<file path="config.mk">
export PLATFORM = sky130hd
export DESIGN_NAME = cb_opt_pulse_meas
export DESIGN_NICKNAME = d
export VERILOG_FILES = /design/src/rtl/cb_opt_pulse_meas.sv
export SDC_FILE = /design/constraint.sdc
export NUM_CORES = 1
export LEC_CHECK = 0
export CAP_MARGIN = 40
export CORE_UTILIZATION = 45
export DETAILED_ROUTE_END_ITERATION = 6
export SKIP_CTS_REPAIR_TIMING = 1
export SYNTH_ARGS = -nofsm -noshare
export SYNTH_HDL_FRONTEND = slang
export SYNTH_SLANG_ARGS = --single-unit
</file>
<file path="constraint.sdc">
create_clock -name sys_clk -period 5.27 [get_ports sys_clk]
set_input_delay 0.7905 -clock sys_clk [delete_from_list [all_inputs] [get_ports sys_clk]]
set_output_delay 0.7905 -clock sys_clk [all_outputs]
set_load 0.02 [all_outputs]
</file>
<file path="src/rtl/cb_opt_pulse_meas.sv">
// ---------------------------------------------------------------------------
// cb_opt_pulse_meas
// Measures the high/low segment widths of the filtered photoelectric signal.
// The level is synchronized into sys_clk, edges are detected, and every
// completed segment is stored as a {level, width} record in a small FIFO
// for software readout. Rising edges are counted while measuring.
//
// Optional build macro: OPT_TIMEOUT_EN
//   defined   -> timeout_flag goes high when a level is held for TIMEOUT_CYC
//                cycles while measuring; cleared by the next edge or re-arm.
//   undefined -> timeout_flag is tied low and no compare logic is built.
//
// Ports
//   sys_clk       system clock, rising edge
//   rst           asynchronous active-high reset
//   filter_opt_i  filtered photoelectric level (asynchronous to sys_clk)
//   meas_en       measurement enable (level)
//   rd_en         FIFO pop request, one cycle per record
//   rd_data       popped record: [WIDTH_W] = level, [WIDTH_W-1:0] = width
//   rd_valid      one-cycle pulse, rd_data valid
//   fifo_empty    FIFO holds no records
//   fifo_cnt      number of stored records
//   rise_cnt      rising-edge count since the last arm
//   ovf_flag      sticky, a record was dropped on a full FIFO
//   ovf_clr       clears ovf_flag
//   timeout_flag  sticky stuck-level flag (OPT_TIMEOUT_EN only)
// ---------------------------------------------------------------------------
module cb_opt_pulse_meas #(
    parameter int unsigned WIDTH_W     = 24,
    parameter int unsigned FIFO_DEPTH  = 16,
    parameter int unsigned TIMEOUT_CYC = 10_000_000
) (
    input  logic                          sys_clk,
    input  logic                          rst,
    input  logic                          filter_opt_i,
    input  logic                          meas_en,
    input  logic                          rd_en,
    output logic [WIDTH_W:0]              rd_data,
    output logic                          rd_valid,
    output logic                          fifo_empty,
    output logic [$clog2(FIFO_DEPTH):0]   fifo_cnt,
    output logic [31:0]                   rise_cnt,
    output logic                          ovf_flag,
    input  logic                          ovf_clr,
    output logic                          timeout_flag
);

    localparam int unsigned AW = $clog2(FIFO_DEPTH);
    localparam int unsigned CW = AW + 1;
    localparam int unsigned RW = WIDTH_W + 1;
    localparam logic [WIDTH_W-1:0] WIDTH_MAX = '1;

    // Elaboration-time parameter sanity
    if (FIFO_DEPTH < 2 || (FIFO_DEPTH & (FIFO_DEPTH - 1)) != 0 || TIMEOUT_CYC == 0) begin : g_bad_param
        $error("cb_opt_pulse_meas: FIFO_DEPTH must be a power of two >= 2 and TIMEOUT_CYC nonzero");
    end

    typedef enum logic [1:0] {
        ST_IDLE = 2'd0,
        ST_ARM  = 2'd1,
        ST_MEAS = 2'd2
    } state_t;

    state_t state_q;
    state_t state_d;

    logic sync1;
    logic sync2;
    logic prev;
    logic rise;
    logic fall;
    logic any_edge;

    logic arm;
    logic active;
    logic first_edge;
    logic push_req;
    logic meas_run;

    logic [WIDTH_W-1:0] width_cnt;

    logic [RW-1:0] mem [FIFO_DEPTH];
    logic [AW-1:0] wr_ptr;
    logic [AW-1:0] rd_ptr;
    logic [CW-1:0] cnt_d;
    logic [RW-1:0] rec;
    logic          full;
    logic          pop;
    logic          push;
    logic          drop;

    // Two-flop synchronizer plus one delay stage for edge detection
    always_ff @(posedge sys_clk or posedge rst) begin
        if (rst) begin
            sync1 <= 1'b0;
            sync2 <= 1'b0;
            prev  <= 1'b0;
        end else begin
            sync1 <= filter_opt_i;
            sync2 <= sync1;
            prev  <= sync2;
        end
    end

    assign rise     = sync2 & ~prev;
    assign fall     = ~sync2 & prev;
    assign any_edge = rise | fall;

    // State register
    always_ff @(posedge sys_clk or posedge rst) begin
        if (rst) begin
            state_q <= ST_IDLE;
        end else begin
            state_q <= state_d;
        end
    end

    // Next state and control strobes; meas_en low overrides everything
    always_comb begin
        state_d    = state_q;
        arm        = 1'b0;
        active     = 1'b0;
        first_edge = 1'b0;
        push_req   = 1'b0;
        meas_run   = 1'b0;
        case (state_q)
            ST_IDLE: begin
                if (meas_en) begin
                    state_d = ST_ARM;
                    arm     = 1'b1;
                end
            end
            ST_ARM: begin
                if (!meas_en) begin
                    state_d = ST_IDLE;
                end else begin
                    active = 1'b1;
                    if (any_edge) begin
                        state_d    = ST_MEAS;
                        first_edge = 1'b1;
                    end
                end
            end
            ST_MEAS: begin
                if (!meas_en) begin
                    state_d = ST_IDLE;
                end else begin
                    active = 1'b1;
                    if (any_edge) begin
                        push_req = 1'b1;
                    end else begin
                        meas_run = 1'b1;
                    end
                end
            end
            default: begin
                state_d = ST_IDLE;
            end
        endcase
    end

    // Segment width counter, saturating
    always_ff @(posedge sys_clk or posedge rst) begin
        if (rst) begin
            width_cnt <= '0;
        end else if (first_edge || push_req) begin
            width_cnt <= WIDTH_W'(1);
        end else if (meas_run && width_cnt != WIDTH_MAX) begin
            width_cnt <= width_cnt + WIDTH_W'(1);
        end
    end

    // Rising-edge counter, cleared on arm
    always_ff @(posedge sys_clk or posedge rst) begin
        if (rst) begin
            rise_cnt <= '0;
        end else if (arm) begin
            rise_cnt <= '0;
        end else if (active && rise) begin
            rise_cnt <= rise_cnt + 32'd1;
        end
    end

    // FIFO control; a full FIFO still accepts a push when a pop frees a slot
    assign rec  = {prev, width_cnt};
    assign full = (fifo_cnt == CW'(FIFO_DEPTH));
    assign pop  = rd_en & ~fifo_empty;
    assign push = push_req & (~full | pop);
    assign drop = push_req & full & ~pop;

    always_comb begin
        cnt_d = fifo_cnt;
        if (push && !pop) begin
            cnt_d = fifo_cnt + CW'(1);
        end else if (pop && !push) begin
            cnt_d = fifo_cnt - CW'(1);
        end
    end

    // Record storage, no reset needed
    always_ff @(posedge sys_clk) begin
        if (push) begin
            mem[wr_ptr] <= rec;
        end
    end

    // Pointers, occupancy, read port and overflow flag
    always_ff @(posedge sys_clk or posedge rst) begin
        if (rst) begin
            wr_ptr     <= '0;
            rd_ptr     <= '0;
            fifo_cnt   <= '0;
            fifo_empty <= 1'b1;
            rd_data    <= '0;
            rd_valid   <= 1'b0;
            ovf_flag   <= 1'b0;
        end else begin
            if (push) begin
                wr_ptr <= wr_ptr + AW'(1);
            end
            if (pop) begin
                rd_ptr  <= rd_ptr + AW'(1);
                rd_data <= mem[rd_ptr];
            end
            rd_valid   <= pop;
            fifo_cnt   <= cnt_d;
            fifo_empty <= (cnt_d == '0);
            if (drop) begin
                ovf_flag <= 1'b1;
            end else if (ovf_clr) begin
                ovf_flag <= 1'b0;
            end
        end
    end

`ifdef OPT_TIMEOUT_EN
    // Stuck-level detection while measuring
    always_ff @(posedge sys_clk or posedge rst) begin
        if (rst) begin
            timeout_flag <= 1'b0;
        end else if (arm || (active && any_edge)) begin
            timeout_flag <= 1'b0;
        end else if (meas_run && width_cnt == WIDTH_W'(TIMEOUT_CYC)) begin
            timeout_flag <= 1'b1;
        end
    end
`else
    assign timeout_flag = 1'b0;
`endif

endmodule

</file>
==> results.tsv <==
stage	metric	value	unit
critical_path	worstPathMaxFanout	25	
floorplan	io_pins	72	
placement	gp_congestion	0.775	
global_route	grt_pass1_vias	10600	
route	vias_per_cell	5.67	
cells_and_area	final_nets	1212	
timing	whs	349	ps
power	p_per_area	473	mW/mm^2
timing	setup_viol	0	
cts	root_buffer	clkbuf_16	
global_route	grt_start_max_net_pins	53	
floorplan	initial_core_util	46.0	%
power	pwr-share-seq	43.6	%
power	leakagePower	8.14	nW
timing	tightestPinTransition	910	ps
power	clockPowerShare	34.6	%
cts	clock_latency	580	ps
critical_path	cp.required	5470	ps
critical_path	crit_type	register to register	
cells_and_area	antennaDiodeCount	0	
timing	min_period	3800	ps
cts	path_clk_slew	60	ps
yosys	synth_edf_count	400	
yosys	yosysSeqAreaShare	72.9	%
min_path	hold_class	register to register	
global_route	grt.total_usage	20.0	%
yosys	ys_seq_elements	502	
route	drt_first_pass_iters	6	
global_route	antenna_found_initial	1	
timing	drv_slew	0	
cells_and_area	drive_gt1_share	19.2	%
floorplan	coreArea	0.0435	mm^2
yosys	syn-num-nets	1123	
floorplan	die_w	213	um
global_route	grt_overflow	0	
power	ir_worst_vdd	0.000266	V
yosys	synth_area	0.0200	mm^2
global_route	met3_usage	3.66	%
placement	place_inst	1723	
yosys	synth_ff_type	edfxtp_1	
yosys	syn_inst	1104	
timing	grt_setup_unrepaired	no	
cells_and_area	postLayoutCoreUtil	53.7	%
route	routed_wl	43100	um
power	power.total	11.0	mW
cells_and_area	finalNonFillerCells	1822	
global_route	use_met1	29.2	%
cells_and_area	syn_to_final_growth	16.7	%
yosys	ys_types	62	
critical_path	arrival	4000	ps
flow_run	drv_cap	0	
critical_path	rr_startpoint	prev	
cts	numCtsBuffers	53	
critical_path	setup.worst_path.end_class	register	
placement	port_buffers	70	
min_path	worst_hold_startpoint	sync1	
cts	clock-sinks	502	
critical_path	regToRegSetupSlack	1470	ps
timing	fmax	263	MHz
timing	tns	0	ps
timing	period_share	72.1	%
power	internal_power	7.90	mW
floorplan	dieArea	0.0452	mm^2
timing	final_hold_viol_count	0	
global_route	met2_usage	31.4	%
floorplan	rows	76	
timing	fin_skew	17.7	ps
floorplan	die_h	213	um
power	switchingPower	3.14	mW
min_path	min_to	sync2	
outcome	run_status	finished clean	
timing	slew-limit-headroom	39.3	%
critical_path	worstReg2RegEnd	mem[7][2]	
route	drtIter0Drc	745	
min_path	whs_path_depth	0	
critical_path	cp-start-kind	register	
route	antenna_left	0	
cts	clock_path_buffers	3	
power	p_sw_share	28.4	%
global_route	grt_pass1_wl	65800	um
yosys	yosys_warnings	0	
route	route.detailed.drc	0	
placement	dpl.hpwl	26300	um
global_route	grt_busiest_layer	met2	
cts	h-tree-depth	2	
cts	tritoncts	built	
critical_path	r2r_cells	6	
route	vias	10300	
yosys	ys_async_sr_fraction	20.3	%
route	routedWlPerCell	23.7	um
yosys	synth_area_per_cell	18.1	um^2
power	share_comb_of_total_power	21.8	%
[kinds of logic (layout without fill, tap and decap cells)]
family / count (synthesis) / in the layout / synth area share (%)
buffers and inverters: 70 / 203 / 1.55
other: 1 / 1 / 0.0188
AND/OR/NAND/NOR: 235 / 235 / 6.32
multiplexers: 130 / 130 / 12.8
XOR/XNOR: 40 / 40 / 1.75
flip-flops: 502 / 502 / 72.9
AO/OA/AOI/OAI: 113 / 113 / 3.87
adder cells (fa/ha/maj): 13 / 13 / 0.814
[layout make-up]
class	count	area, um^2
Sequential cell	502	14600
Tap cell	585	732
Clock buffer	64	1390
Fill cell	3470	20100
Clock inverter	35	408
Multi-Input combinational cell	532	5220
Inverter	15	58.8
Timing Repair Buffer	89	941
[Yosys cell counts (15+ instances only)]
cell	count	area, um^2
o21ai_0	15	75.1
nor3_1	16	80.1
clkbuf_1	24	90.1
o22ai_1	27	169
mux2i_1	30	300
mux4_2	100	2250
nand4_1	19	119
a21oi_1	17	85.1
xnor2_1	20	175
a221oi_1	25	219
nand2_1	36	135
nor2_1	77	289
edfxtp_1	400	12000
nand3_1	29	145
dfrtp_1	101	2530
xor2_1	20	175
[flip-flops by register name (all words and copies together) (netlist names)]
signal and count:
rise_cnt 32, mem 400, fifo_cnt 5, wr_ptr 4, state_q 2, rd_data 25
width_cnt 24, sync1 1, prev 1, rd_ptr 4, rd_valid 1, ovf_flag 1
sync2 1, fifo_empty 1
[cell usage in the layout (no fill, tap or decap), types with 11 or more instances in the layout]
cell type	count
a21oi_1	17
a221oi_1	25
buf_4	12
clkbuf_16	53
clkdlybuf4s50_1	70
clkinv_2	11
dfrtp_1	98
edfxtp_1	400
ha_1	13
inv_1	13
mux2i_1	30
mux4_2	100
nand2_1	36
nand3_1	29
nand4_1	19
nor2_1	65
nor2_4	12
nor3_1	12
o21ai_0	14
o22ai_1	27
xnor2_1	20
xor2_1	20
[worst max-delay path by stage]
stage	start	endpoint	slack (ps)	cells past startpoint
final	prev	mem[7][2]	1470	6
after global routing	prev	mem[7][22]	1090	6
after CTS	prev	mem[7][23]	1430	6
after detailed placement	meas_en	mem[7][4]	1090	5
after global placement	meas_en	mem[7][4]	1240	5
after floorplan	prev	mem[3][0]	1240	6
[power by group through the flow]
stage | combinational [mW] | clock (mW) | sequential [mW]
2_1_floorplan | 1.57 | 0 | 4.84
3_3_place_gp | 2.24 | 0 | 5.03
3_5_place_dp | 2.45 | 0 | 4.91
4_1_cts | 2.46 | 3.91 | 4.83
5_1_grt | 2.59 | 4.06 | 4.86
6_report | 2.40 | 3.82 | 4.82
[critical path: stages (launching register included)]
cell and delay (ps):
dfrtp_1 680, inv_1 100, ha_1 380, nand3b_1 350, a21oi_1 660, nand2_1 450, nor2_4 780
[through the flow]
stage               setup WS, ps  area, um^2
detailed placement          1090       21500
global placement            1240       21400
finish                      1470       23300
floorplan                   1240       20000
global route                1090       23300
CTS                         1430       23300
[per-layer routing]
layer  vias up  routed length (um)  part of all wire [%]
met4         2                 718                   1.7
met3        62                2080                   4.8
li1       4636                   -                     -
met5         -                   8                 0.019
met1      5388               19800                    46
met2       237               20600                    48
(Power assumes the default switching activity.)
